[src/rtl/aes_pkg.sv]
// Shared types and helpers for the AES ShiftRows pipeline stage.
// Byte k of a state is held MSB-first: bits [MAX_W-1-8k -: 8] of an MSB-aligned vector.
package aes_pkg;

   localparam int unsigned MAX_NB = 8;
   localparam int unsigned MAX_W  = 32 * MAX_NB;

   typedef enum logic [1:0] {
      EMPTY = 2'd0,
      ONE   = 2'd1,
      FULL  = 2'd2
   } skid_state_e;

   function automatic int unsigned shift_offset(input int unsigned nb, input int unsigned row);
      case (row)
         0:       return 0;
         1:       return 1;
         2:       return (nb == 8) ? 3 : 2;
         default: return (nb == 8) ? 4 : 3;
      endcase
   endfunction

   function automatic int unsigned byte_idx(input int unsigned row, input int unsigned col);
      return 4 * col + row;
   endfunction

   // Columns at or beyond nb are left zero; data and result are MSB-aligned.
   function automatic logic [MAX_W-1:0] shift_rows(input logic [MAX_W-1:0] data,
                                                  input int unsigned   nb,
                                                  input logic          inv);
      logic [MAX_W-1:0] res;
      int unsigned      src;
      res = '0;
      for (int unsigned c = 0; c < MAX_NB; c++) begin
         for (int unsigned r = 0; r < 4; r++) begin
            if (c < nb) begin
               if (inv)
                  src = (c + nb - shift_offset(nb, r)) % nb;
               else
                  src = (c + shift_offset(nb, r)) % nb;
               res[MAX_W-1-8*byte_idx(r, c) -: 8] = data[MAX_W-1-8*byte_idx(r, src) -: 8];
            end
         end
      end
      return res;
   endfunction

endpackage

[src/rtl/aes_skid_reg.sv]
// Two-entry valid/ready skid register; in_ready is taken straight from the state flops.
module aes_skid_reg
   import aes_pkg::*;
#(
   parameter int unsigned W = 8
) (
   input  logic         clk,
   input  logic         rst_n,
   input  logic         in_valid_i,
   output logic         in_ready_o,
   input  logic [W-1:0] in_data_i,
   output logic         out_valid_o,
   input  logic         out_ready_i,
   output logic [W-1:0] out_data_o
);

   skid_state_e  state_q, state_d;
   logic [W-1:0] main_q, main_d;
   logic [W-1:0] skid_q, skid_d;
   logic         in_fire_c, out_fire_c;

   always_ff @(posedge clk or negedge rst_n) begin
      if (!rst_n) begin
         state_q <= EMPTY;
         main_q  <= '0;
         skid_q  <= '0;
      end else begin
         state_q <= state_d;
         main_q  <= main_d;
         skid_q  <= skid_d;
      end
   end

   assign in_fire_c  = in_valid_i && (state_q != FULL);
   assign out_fire_c = out_ready_i && (state_q != EMPTY);

   always_comb begin
      state_d = state_q;
      main_d  = main_q;
      skid_d  = skid_q;
      case (state_q)
         EMPTY: begin
            if (in_fire_c) begin
               state_d = ONE;
               main_d  = in_data_i;
            end
         end
         ONE: begin
            if (in_fire_c && out_fire_c) begin
               main_d = in_data_i;
            end else if (in_fire_c) begin
               state_d = FULL;
               skid_d  = in_data_i;
            end else if (out_fire_c) begin
               state_d = EMPTY;
            end
         end
         FULL: begin
            if (out_fire_c) begin
               state_d = ONE;
               main_d  = skid_q;
            end
         end
         default: state_d = EMPTY;
      endcase
   end

   always_comb begin
      in_ready_o  = (state_q != FULL);
      out_valid_o = (state_q != EMPTY);
      out_data_o  = main_q;
   end

endmodule

[src/rtl/aes_shift_rows_pipe.sv]
// Registered ShiftRows / InvShiftRows stage for Nb = 4, 6 or 8, with a tag sideband
// and a two-entry skid so the round pipeline can stall without bubbles.
module aes_shift_rows_pipe
   import aes_pkg::*;
#(
   parameter int unsigned NB    = 4,
   parameter int unsigned TAG_W = 4
) (
   input  logic              clk,
   input  logic              rst_n,
   input  logic              in_valid,
   output logic              in_ready,
   input  logic [32*NB-1:0]  in_data,
   input  logic              in_inv,
   input  logic [TAG_W-1:0]  in_tag,
   output logic              out_valid,
   input  logic              out_ready,
   output logic [32*NB-1:0]  out_data,
   output logic [TAG_W-1:0]  out_tag
);

   localparam int unsigned W  = 32 * NB;
   localparam int unsigned PW = W + TAG_W;

   generate
      if (!(NB == 4 || NB == 6 || NB == 8)) begin : g_bad_nb
         $error("aes_shift_rows_pipe: NB must be 4, 6 or 8");
      end
      if (TAG_W < 1) begin : g_bad_tag
         $error("aes_shift_rows_pipe: TAG_W must be at least 1");
      end
   endgenerate

   logic [MAX_W-1:0] in_pad_c;
   logic [MAX_W-1:0] perm_pad_c;
   logic [PW-1:0]    in_pay_c;
   logic [PW-1:0]    out_pay_c;

   // Byte 0 is the MSB, so narrow states are left-aligned into the shared permutation.
   assign in_pad_c   = MAX_W'(in_data) << (MAX_W - W);
   assign perm_pad_c = shift_rows(in_pad_c, NB, in_inv);
   assign in_pay_c   = {W'(perm_pad_c >> (MAX_W - W)), in_tag};

   aes_skid_reg #(
      .W (PW)
   ) u_skid (
      .clk         (clk),
      .rst_n       (rst_n),
      .in_valid_i  (in_valid),
      .in_ready_o  (in_ready),
      .in_data_i   (in_pay_c),
      .out_valid_o (out_valid),
      .out_ready_i (out_ready),
      .out_data_o  (out_pay_c)
   );

   assign out_data = out_pay_c[PW-1 -: W];
   assign out_tag  = out_pay_c[TAG_W-1:0];

endmodule

[config.mk]
export PLATFORM = sky130hd
export DESIGN_NAME = aes_shift_rows_pipe
export DESIGN_NICKNAME = d
export VERILOG_FILES = /design/src/rtl/aes_pkg.sv /design/src/rtl/aes_skid_reg.sv /design/src/rtl/aes_shift_rows_pipe.sv
export SDC_FILE = /design/constraint.sdc
export NUM_CORES = 1
export LEC_CHECK = 0
export BUFFER_PORTS_ARGS = -buffer_cell sky130_fd_sc_hd__clkbuf_2
export CAP_MARGIN = 20
export CORE_MARGIN = 4
export CORE_UTILIZATION = 35
export CTS_BUF_LIST = sky130_fd_sc_hd__clkbuf_8 sky130_fd_sc_hd__clkbuf_16
export CTS_CLUSTER_SIZE = 12
export DETAILED_ROUTE_END_ITERATION = 12
export PLACE_DENSITY = 0.67
export SLEW_MARGIN = 20
export SYNTH_ARGS = -nofsm -noshare
export SYNTH_HDL_FRONTEND = slang
export SYNTH_HIERARCHICAL = 1
export SYNTH_SLANG_ARGS = --single-unit
[constraint.sdc]
create_clock -name clk -period 3.95 [get_ports clk]
set_input_delay 0.1975 -clock clk [delete_from_list [all_inputs] [get_ports clk]]
set_output_delay 0.1975 -clock clk [all_outputs]
set_load 0.02 [all_outputs]
# Word level (Yosys, flattened, before mapping)
# Cells that the tools add are included.
[word_totals] register_bits=266 word_cells=127
[classes] add_sub_neg=56 n_eq_ne=8 n_shift=16 n_mux=34 bitwise_logic=1 reduce_logical=9
[op_table] cell="$shiftx 263x33->8" count=16
[op_table] cell="$sub 8x32->32 const A" count=16
[op_table] cell="$mux 132" count=3
[op_table] cell="$pmux 132 s3" count=1
[op_table] cell="$add 29x2->29 const B" count=8
[op_table] cell="$add 29x1->29 const B" count=4
[op_table] cell="$mux 2" count=29
[op_table] cell="$add 2x2->2 const A" count=8
[op_table] cell="$sub 1x2->2 const A" count=8
[op_table] cell="$sub 2x2->2 const A" count=8
[op_table] cell="$add 1x2->2 const A" count=4
[op_table] cell="$reduce_and 4->1" count=2
[op_table] cell="$ne 2x1->1 const B" count=3
[op_table] cell="$pmux 2 s3" count=1
[op_table] cell="$ne 2x2->1 const B" count=2
[op_table] cell="$logic_and 1x1->1" count=3
[op_table] cell="$ne 3x1->1 const B" count=1
[op_table] cell="$reduce_and 3->1" count=1
[op_table] cell="$reduce_bool 3->1" count=1
[op_table] cell="$eq 2x1->1 const B" count=1
[op_table] cell="$eq 2x2->1 const B" count=1
[op_table] cell="$logic_not 2->1" count=1
[op_table] cell="$reduce_bool 2->1" count=1
[op_table] cell="$not 1->1" count=1

# Longest topological paths before layout
# Gate-level depths: netlist of run 1.
[logic_depth] ltp_word=8 ltp_mapped=6 mapped_depth_nobuf=3

# Cells and area by module
# The synthesis of run 1 kept the hierarchy.
[modules_own_cells] module="aes_skid_reg" n_inst=1 cells_each=720 area_per_inst_um2=11740.0 seq_area_each_um2=6656.4
[modules_own_cells] module="aes_shift_rows_pipe" n_inst=1 cells_each=71 area_per_inst_um2=1077.3 seq_area_each_um2=0.0

# Worst setup path before layout of run 1
# OpenSTA, ideal clock, no wires.
[synth_timing] kind="register -> register" startpoint="reg u_skid.state_q[1]" endpoint="reg u_skid.main_q[43] (netlist: u_skid/out_data_o[43])" arrival_time_ns=1.531 t_required_ns=3.825 path_slack_ns=2.294 path_stages_with_launch=7 n_path_buf=3 period_less_slack_ns=1.656 cell_sequence="dfrtp_1 nor2b_1 buf_6 buf_6 buf_6 mux2_4 mux2_2"
[synth_via] elab_chain_cells=5 word_cells_on_any_way=14 classes_between="eq/ne (6); mux (1); reduce/logical (7)"
[synth_rtl] item="start: declaration" line="aes_skid_reg.sv:17" source="skid_state_e state_q, state_d;"
[synth_rtl] item="start signal: assignment" line="aes_skid_reg.sv:28" source="state_q <= state_d;"
[synth_rtl] item="$ne 2x2->1 / $reduce_bool 2->1 (equally long branches)" line="aes_skid_reg.sv:34, aes_skid_reg.sv:35"
[synth_rtl] item="$logic_and 1x1->1 (on tied branches)" line="aes_skid_reg.sv:34, aes_skid_reg.sv:35"
[synth_rtl] item="$logic_and 1x1->1" line="aes_skid_reg.sv:49" source="if (in_fire_c && out_fire_c) begin"
[synth_rtl] item="$ne 2x1->1 (no line)"
[synth_rtl] item="$reduce_and 4->1 (no line)"
[synth_rtl] item="end signal: assignment" line="aes_skid_reg.sv:29" source="main_q <= main_d;"
[synth_rtl] item="end: declaration" line="aes_skid_reg.sv:18" source="logic [W-1:0] main_q, main_d;"
# Several ways; a longest one is shown, not always the timed one.
# A chain may end at the register's enable or synchronous reset.

# Worst setup path in the final report of run 1
[layout_timing] startpoint="reg u_skid.state_q[1]" endpoint="out in_ready"
[layout_via] elab_chain_cells=1
[layout_rtl] item="$ne 2x2->1" line="aes_skid_reg.sv:69" source="in_ready_o = (state_q != FULL);"
[layout_rtl] item="end: declaration" line="aes_shift_rows_pipe.sv:12" source="output logic in_ready,"
# No other way between the ends.

==> key figures, run 1 <==
Place
  • Detail Placement HPWL: 18.18 mm
  • GPL Wtd Cong: 0.7256
  • DP Cell Count: 1482
  • Dpl ws: 1.529 ns
  • # port buffers: 270
  • Area post-placement: 14490 um^2

Critical path
  • Register-to-register setup slack: 1.57 ns
  • Top delay family on crit path: buffers and inverters
  • Crit path launch: u_skid/state_q[1]$_DFFE_PN0P_
  • Cell at the slowest stage of the critical path: buf_12
  • Critical path endpoint category: primary output
  • Slowest stage delay, CP: 0.70 ns
  • Arrival time of the worst setup path: 2.20 ns
  • Worst R2R Start: u_skid/state_q[0]$_DFFE_PN0P_
  • CP startpoint kind: flop
  • Crit-path max FO: 134
  • Cells along the critical path: nor2b_4, buf_12, inv_1, clkbuf_2
  • WP buf/inv: 3
  • Req. time, crit path: 3.75 ns
  • Crit path to: in_ready
  • Reg-to-reg endpoint: u_skid/out_data_o[125]$_DFFE_PN0P_
  • Setup CP Type: reg2out
  • WP depth: 4
  • R2R depth: 4

Layout
  • P&R area growth vs syn: 30.93%
  • Final cell count without fillers: 1659
  • Final core utilization: 46.84%
  • Net count, final: 1309
  • Share of cells above drive strength 1: 63.51%
  • Most frequent cells in the layout: mux2_2, clkbuf_2, dfrtp_1, mux2_4, dlygate4sd3_1
  • Post-route cell area: 16780 um^2
  • Most common cell after layout, fill and taps aside: mux2_2

Floorplan
  • I/O pins: 271
  • Initial Util: 35.77%
  • Height of the chip: 199.4 um
  • Die extent in x: 199.4 um
  • Rows: 69
  • Full die area: 39750 um^2
  • Core area: 35830 um^2

Detailed routing
  • Drt wl/cell: 17.61 um
  • Initial DRC Count: 210
  • TritonRoute pass-1 iters: 4
  • DR vias/cell: 4.766
  • Routed Antenna Nets: 0
  • Via Count: 7907
  • Final WL: 29.21 mm
  • DR DRC count: 0

Yosys
  • Post-synth ARST share: 100.0%
  • Synth area leader: dfrtp_1
  • Post-synth cell types: 20
  • Yosys warns: 6
  • Seq cells post-synth: 266
  • Seq/Total Area, Yosys: 51.93%
  • Commonest register cell after synthesis: dfrtp_1
  • Synth Instances: 791
  • Dominant cells by area after synthesis: dfrtp_1, mux2_2, mux2_4
  • Synth Net Count: 928
  • Avg Inst Size Synth: 16.20 um^2
  • Top-area cell type share of the netlist area: 51.93%
  • Post-Syn Area: 12820 um^2
  • Post-synth EDFFs: 0

CTS
  • Worst-path clk slew: 0.06 ns
  • CTS tree: built
  • Worst-Skew Late Latency: 0.56 ns
  • Setup bufs post-CTS: 0
  • CTS sink count: 266
  • Bufs on Longest Clock Path: 3
  • Max H-tree Level: 1
  • CTS Root Cell: clkbuf_16
  • CTS Buf Count: 31
  • Post-CTS Resized: 0

Timing
  • Fmax: 0.4173 GHz
  • Final period util: 60.67%
  • Setup TNS: 0 ns
  • Clock skew: 0.01084 ns
  • RSZ-0062 raised after global routing: false
  • Tightest Pin Transition: 0.9541 ns
  • Setup violators final: 0
  • Min Hold Slack: 0.03165 ns
  • Hold Fails Final Rpt: 0
  • Worst slew margin: 36.39%
  • Final worst slack: 1.554 ns
  • Tmin final: 2.396 ns
  • Pins over their slew limit: 0

Run
  • Max Cap Violations: 0

Global routing
  • Tot GR Track Use: 14.42%
  • Largest net degree at the start of global routing: 135
  • Gr ovfl total: 0
  • First-pass GRT wire length: 46.43 mm
  • Initial antenna violation count: 3
  • Vias in the first global route: 8661

Power
  • Power density cells: 625.0 nW/um^2
  • Total power: 10.49 mW
  • Lkg Pwr: 7.615 nW
  • Maximum VDD drop: 0.3680 mV

Run status
  • Status: finished, final reports clean

Min path
  • Hold path depth: 3
  • Min-delay worst type: in2reg
[worst register-to-register path, cell delays in order, from the launching register on]
cell	delay, ns
dfrtp_1	0.45
nor2b_2	0.21
o21ai_4	0.75
buf_4	0.46
mux2_2	0.39
[worst min path at each step]
stage	start	endpoint	slack, ns
after floorplan	rst_n	u_skid/out_data_o[0]$_DFFE_PN0P_	-0.1
after global placement	rst_n	u_skid/out_data_o[112]$_DFFE_PN0P_	0.34
after detailed placement	rst_n	u_skid/out_data_o[112]$_DFFE_PN0P_	0.33
after CTS	in_data[97]	u_skid/skid_q[69]$_DFFE_PN0P_	0.001
after global routing	in_data[87]	u_skid/skid_q[59]$_DFFE_PN0P_	0.01
final	in_data[87]	u_skid/skid_q[59]$_DFFE_PN0P_	0.03
[state kept, by name (all words and copies together) (netlist names)]
signal and cells:
u_skid/out_data_o 132, u_skid/skid_q 132, u_skid/state_q 2
[report_power, final]
part,internal (mW),switching (mW)
sequential,3.78,0.538
clock,1.89,1.15
combinational,1.60,1.53
total,7.27,3.22
[cell type report]
class / count / area (um^2)
Clock buffer: 39 / 885.9
Inverter: 1 / 3.754
Multi-Input combinational cell: 473 / 5727
Sequential cell: 266 / 6656
Antenna cell: 3 / 7.507
Timing Repair Buffer: 399 / 2713
Fill cell: 3165 / 19050
Clock inverter: 17 / 212.7
Tap cell: 461 / 576.8
[synthesized netlist by cell type (2+ instances only)]
master     n
dfrtp_1  266
mux2_4   118
mux2_1    40
buf_4     16
buf_2     19
buf_6     10
nor2b_1    2
a21oi_1    2
mux2_2   302
buf_12     6
[cells by family (layout without fill, tap and decap cells)]
group / Yosys count / in the layout / share of synthesized area, %
AND/OR/NAND/NOR: 8 / 8 / 0.4003
flip-flops: 266 / 266 / 51.93
multiplexers: 461 / 461 / 43.95
AO/OA/AOI/OAI: 4 / 4 / 0.1953
buffers and inverters: 52 / 456 / 3.524
other: 0 / 3 / 0
[per-layer routing]
layer | share of wire (%) | vias up | GRT usage [%]
li1 | - | 3636 | -
met1 | 42 | 4044 | 18.12
met2 | 49 | 178 | 24.65
met3 | 5.7 | 49 | 3.659
met4 | 2.7 | 0 | 4.277
met5 | 0 | - | 0
[timing repair]
action / 4_1_cts / 5_1_grt
endpoints found under the setup margin: 0 / 0
hold endpoints to repair: 264 / 0
hold buffers: 117 / 0
(Power assumes the default switching activity.)
==> run 2, diff against run 1 <==
PLACE_DENSITY = 0.69   (was 0.67)
clock period = 2.2 ns   (was 3.95 ns; I/O delays follow)
==> key figures, run 2 (synthesized netlist as in run 1, its figures left out) <==
CTS
  • CTS Buf Count: 30
  • Max H-tree Level: 1
  • Worst-path clk slew: 0.06 ns
  • CTS sink count: 266
  • Bufs on Longest Clock Path: 3
  • CTS Root Cell: clkbuf_16
  • Worst-Skew Late Latency: 0.55 ns
  • Setup bufs post-CTS: 0
  • CTS tree: built

Layout
  • FILL cells: 3020
  • Share of cells above drive strength 1: 60.47%
  • Most frequent cells in the layout: mux2_2, clkbuf_2, dfrtp_1, dlygate4sd3_1, mux2_4
  • P&R area growth vs syn: 34.48%
  • Final core utilization: 48.11%
  • # diodes: 0
  • Footprint of the multi-input gates: 5727 um^2
  • Register area: 6656 um^2
  • Most common cell after layout, fill and taps aside: mux2_2
  • Net count, final: 1366

Global routing
  • Tot GR Track Use: 14.59%
  • Grt peak-use layer: met2
  • Largest net degree at the start of global routing: 78
  • GR met3 Demand/Resource: 3.187%
  • Initial antenna violation count: 0
  • GR Util met2: 25.23%
  • Vias in the first global route: 8768
  • First-pass GRT wire length: 47.15 mm
  • Met1 GRT Util: 18.24%
  • Gr ovfl total: 0

Critical path
  • Cell at the slowest stage of the critical path: dfrtp_1
  • Register-to-register setup slack: 0.26 ns
  • Arrival time of the worst setup path: 2.37 ns
  • Setup CP Type: reg2reg
  • Crit path launch: u_skid/state_q[0]$_DFFE_PN0P_
  • Slowest stage delay, CP: 0.44 ns
  • Req. time, crit path: 2.62 ns
  • Reg-to-reg endpoint: u_skid/skid_q[14]$_DFFE_PN0P_
  • R2R depth: 4
  • Cells along the critical path: nor2b_2, and2_4, buf_4, mux2_2
  • CP startpoint kind: flop
  • Crit-path max FO: 18
  • Critical path endpoint category: flop
  • Worst R2R Start: u_skid/state_q[0]$_DFFE_PN0P_
  • Crit path to: u_skid/skid_q[14]$_DFFE_PN0P_

Detailed routing
  • DR DRC count: 0
  • Final WL: 29.82 mm
  • TritonRoute pass-1 iters: 4
  • Via Count: 8125
  • Routed Antenna Nets: 0
  • Initial DRC Count: 215
  • Drt wl/cell: 17.46 um
  • DR vias/cell: 4.757

Power
  • Power density cells: 1052 nW/um^2
  • Total power: 18.13 mW
  • Lkg Pwr: 7.825 nW
  • Maximum VDD drop: 0.7289 mV

Min path
  • Min-delay worst type: in2async

Run status
  • Status: finished, final reports clean

Run
  • Max Cap Violations: 0

Place
  • GPL Wtd Cong: 0.7407
  • Detail Placement HPWL: 19.01 mm
  • # port buffers: 270

Floorplan
  • I/O pins: 271
  • Height of the chip: 199.4 um
  • Die extent in x: 199.4 um
  • Rows: 69
  • Full die area: 39750 um^2
  • Initial Util: 35.77%
  • Core area: 35830 um^2

Timing
  • Tightest Pin Transition: 0.4595 ns
  • Clock skew: 0.01200 ns
  • Final period util: 88.41%
  • Fmax: 0.5142 GHz
  • Pins over their slew limit: 0
  • Worst slew margin: 69.37%
  • RSZ-0062 raised after global routing: false
  • Hold Fails Final Rpt: 0
  • Setup TNS: 0 ns
  • Setup violators final: 0
  • Tmin final: 1.945 ns
==> run 2: changes by cell type in the layout (fill, tap and decap cells not counted) <==
cell | before | now
dlygate4sd3_1 | 117 | 167
buf_12 | 7 | 14
inv_1 | 5 | 12
bufinv_16 | 5 | 0
clkinv_2 | 5 | 1
diode_2 | 3 | 0
clkbuf_8 | 8 | 6
clkinvlp_4 | 3 | 1
buf_4 | 6 | 7
==> run 2: worst min path at each step <==
stage                     startpoint  cells past startpoint                                  to
after floorplan                rst_n                      0    u_skid/out_data_o[0]$_DFFE_PN0P_
after global placement         rst_n                      1  u_skid/out_data_o[113]$_DFFE_PN0P_
after detailed placement       rst_n                      1      u_skid/skid_q[113]$_DFFE_PN0P_
after CTS                      rst_n                      2      u_skid/skid_q[113]$_DFFE_PN0P_
after global routing           rst_n                      2      u_skid/skid_q[113]$_DFFE_PN0P_
final                          rst_n                      2      u_skid/skid_q[113]$_DFFE_PN0P_
==> run 2: stage by stage <==
step | worst slack, ns | instance area (um^2) | cells | hold WS (ns)
6_report | 0.2551 | 17240 | 1708 | 0.08729
5_1_grt | 0.1673 | 17240 | 1708 | 0.09675
3_5_place_dp | 0.2686 | 14650 | 1491 | 0.07166
4_1_cts | 0.2180 | 17240 | 1708 | 0.06979
3_3_place_gp | 0.3383 | 14650 | 1491 | 0.07489
2_1_floorplan | 0.5444 | 12820 | 791 | -0.1856
==> run 2: report_power, final <==
group	internal [mW]	switching (mW)	total, mW
sequential	6.79	0.967	7.76
combinational	2.97	2.80	5.76
clock	2.71	1.90	4.60
total	12.5	5.66	18.1
==> run 2: final cells by class <==
| class | instances | share of cell area, % |
|---|---|---|
| clock buffer | 37 | 4.980 |
| tap | 461 | 3.346 |
| timing repair buffer | 457 | 19.50 |
| sequential | 266 | 38.62 |
| clock inverter | 13 | 0.3121 |
| inverter | 1 | 0.02178 |
| multi-input combinational | 473 | 33.22 |
==> run 2: critical path, delay by kind of cell (launching register included) <==
family                 cells  cell delay, ns
and+or+nand+nor            2            0.67
buffers and inverters      1            0.32
DFF                        1            0.44
muxes                      1            0.37
==> run 2: metal layers <==
layer  vias to the layer above  wire length (um)
li1                       3733                 -
met1                      4140             12570
met2                       199             14750
met3                        53              1660
met4                         0               847
met5                         -                 0
==> run 2: repair_timing <==
action | 4_1_cts | 5_1_grt
hold endpoints to repair | 468 | 0
gates resized for setup | 0 | 0
hold buffers | 167 | 0
endpoints found under the setup margin | 0 | 0
==> run 3, diff against run 2 <==
PLACE_DENSITY = 0.67   (was 0.69)
SKIP_LAST_GASP = 1   (was default)
clock period = 2 ns   (was 2.2 ns; I/O delays follow)
==> key figures, run 3 (synthesized netlist as in run 1, its figures left out) <==
Power
  • Power density cells: 1170 nW/um^2
  • Lkg Pwr: 7.964 nW
  • Maximum VDD drop: 0.7544 mV

Floorplan
  • Initial Util: 35.77%
  • Height of the chip: 199.4 um
  • Full die area: 39750 um^2
  • I/O pins: 271
  • Rows: 69
  • Core area: 35830 um^2
  • Die extent in x: 199.4 um

Critical path
  • Cell at the slowest stage of the critical path: dfrtp_1
  • Reg-to-reg endpoint: u_skid/out_data_o[108]$_DFFE_PN0P_
  • Arrival time of the worst setup path: 2.34 ns
  • Setup CP Type: reg2reg
  • Top delay family on crit path: multiplexers
  • Crit path to: u_skid/out_data_o[108]$_DFFE_PN0P_
  • Register-to-register setup slack: 0.09 ns
  • Crit-path max FO: 20
  • CP startpoint kind: flop
  • Crit path launch: u_skid/state_q[1]$_DFFE_PN0P_
  • Cells along the critical path: nor2b_4, buf_12, buf_12, mux2_2, mux2_2
  • WP buf/inv: 2
  • Critical path endpoint category: flop
  • Worst R2R Start: u_skid/state_q[1]$_DFFE_PN0P_
  • Slowest stage delay, CP: 0.43 ns
  • Req. time, crit path: 2.43 ns
  • R2R depth: 5
  • WP depth: 5

Layout
  • Most common cell after layout, fill and taps aside: mux2_2
  • P&R area growth vs syn: 36.90%
  • Most frequent cells in the layout: mux2_2, clkbuf_2, dfrtp_1, dlygate4sd3_1, mux2_4
  • Register area: 6656 um^2
  • Net count, final: 1381
  • Final cell count without fillers: 1727
  • Share of cells above drive strength 1: 61.42%
  • FILL cells: 3003
  • Footprint of the multi-input gates: 5727 um^2

Timing
  • Fmax: 0.5232 GHz
  • Clock skew: 0.01243 ns
  • Hold Fails Final Rpt: 0
  • RSZ-0062 raised after global routing: false
  • Final period util: 95.57%
  • Pins over their slew limit: 0
  • Tmin final: 1.911 ns
  • Final worst slack: 0.08856 ns
  • Setup TNS: 0 ns
  • Worst slew margin: 73.12%
  • Tightest Pin Transition: 0.4032 ns
  • Setup violators final: 0

Place
  • Dpl ws: 0.1459 ns
  • DP Cell Count: 1504
  • Detail Placement HPWL: 19.79 mm
  • GPL Wtd Cong: 0.7448
  • # port buffers: 270

CTS
  • Worst-path clk slew: 0.06 ns
  • CTS Buf Count: 31
  • Max H-tree Level: 1
  • Bufs on Longest Clock Path: 3
  • Worst-Skew Late Latency: 0.55 ns
  • CTS sink count: 266
  • CTS Root Cell: clkbuf_16
  • Post-CTS Resized: 0
  • Setup bufs post-CTS: 0
  • CTS tree: built

Detailed routing
  • Routed Antenna Nets: 0
  • Final WL: 30.26 mm
  • Via Count: 8176
  • TritonRoute pass-1 iters: 4
  • DR vias/cell: 4.734
  • Initial DRC Count: 164
  • DR DRC count: 0
  • Drt wl/cell: 17.52 um

Min path
  • Min-delay worst type: in2async

Global routing
  • Gr ovfl total: 0
  • Tot GR Track Use: 14.78%
  • Initial antenna violation count: 0
  • Largest net degree at the start of global routing: 69
  • First-pass GRT wire length: 48.00 mm
  • Vias in the first global route: 8958

Run status
  • Status: finished, final reports clean

Run
  • Max Cap Violations: 0
## run 3: worst reg2reg max path, cell delays in order, from the launching register on
cell,delay (ns)
dfrtp_1,0.43
nor2b_4,0.33
buf_12,0.24
buf_12,0.20
mux2_2,0.34
mux2_2,0.26
## run 3: how the worst min path moves through the flow
| stage | from | to | slack, ns | cells after the start |
|---|---|---|---|---|
| 6_report | rst_n | u_skid/skid_q[115]$_DFFE_PN0P_ | 0.05 | 2 |
| 3_5_place_dp | rst_n | u_skid/skid_q[115]$_DFFE_PN0P_ | 0.04 | 1 |
| 3_3_place_gp | rst_n | u_skid/out_data_o[115]$_DFFE_PN0P_ | 0.04 | 1 |
| 5_1_grt | rst_n | u_skid/skid_q[115]$_DFFE_PN0P_ | 0.05 | 2 |
| 2_1_floorplan | rst_n | u_skid/out_data_o[0]$_DFFE_PN0P_ | -0.20 | 0 |
| 4_1_cts | rst_n | u_skid/skid_q[115]$_DFFE_PN0P_ | 0.03 | 2 |
## run 3: per-layer routing
| layer | track usage [%] | wire (um) | vias up |
|---|---|---|---|
| li1 | - | - | 3787 |
| met1 | 18.75 | 12920 | 4136 |
| met5 | 0 | 0 | - |
| met2 | 24.79 | 14660 | 197 |
| met3 | 3.810 | 1849 | 56 |
| met4 | 4.855 | 830 | 0 |
## run 3: what timing repair did
item                                   4_1_cts  5_1_grt
hold buffers                               167        0
setup endpoints to repair                    0        1
endpoints found under the hold margin      468        0
## run 3: layout make-up
type                       count  area share, %
clock inverter                15         0.7059
multi-input combinational    473          32.64
antenna                        1        0.01426
timing repair buffer         471          20.35
clock buffer                  39          5.048
sequential                   266          37.94
tap                          461          3.287
inverter                       1        0.02139
## run 3: where the power goes
| part | switching [mW] | internal, mW |
|---|---|---|
| registers | 1.08 | 7.47 |
| clock network | 2.19 | 3.34 |
| logic | 3.10 | 3.35 |
| total | 6.37 | 14.2 |
## run 3: per-stage QoR
stage	utilization [%]	hold WS, ns	instance area, um^2	power [mW]
4_1_cts	48.90	0.03252	17520	20.82
5_1_grt	48.97	0.05330	17540	21.71
6_report	48.98	0.04959	17550	20.53
3_3_place_gp	41.41	0.04492	14840	14.60
2_1_floorplan	-	-0.1956	12820	12.60
3_5_place_dp	41.41	0.04134	14840	14.85
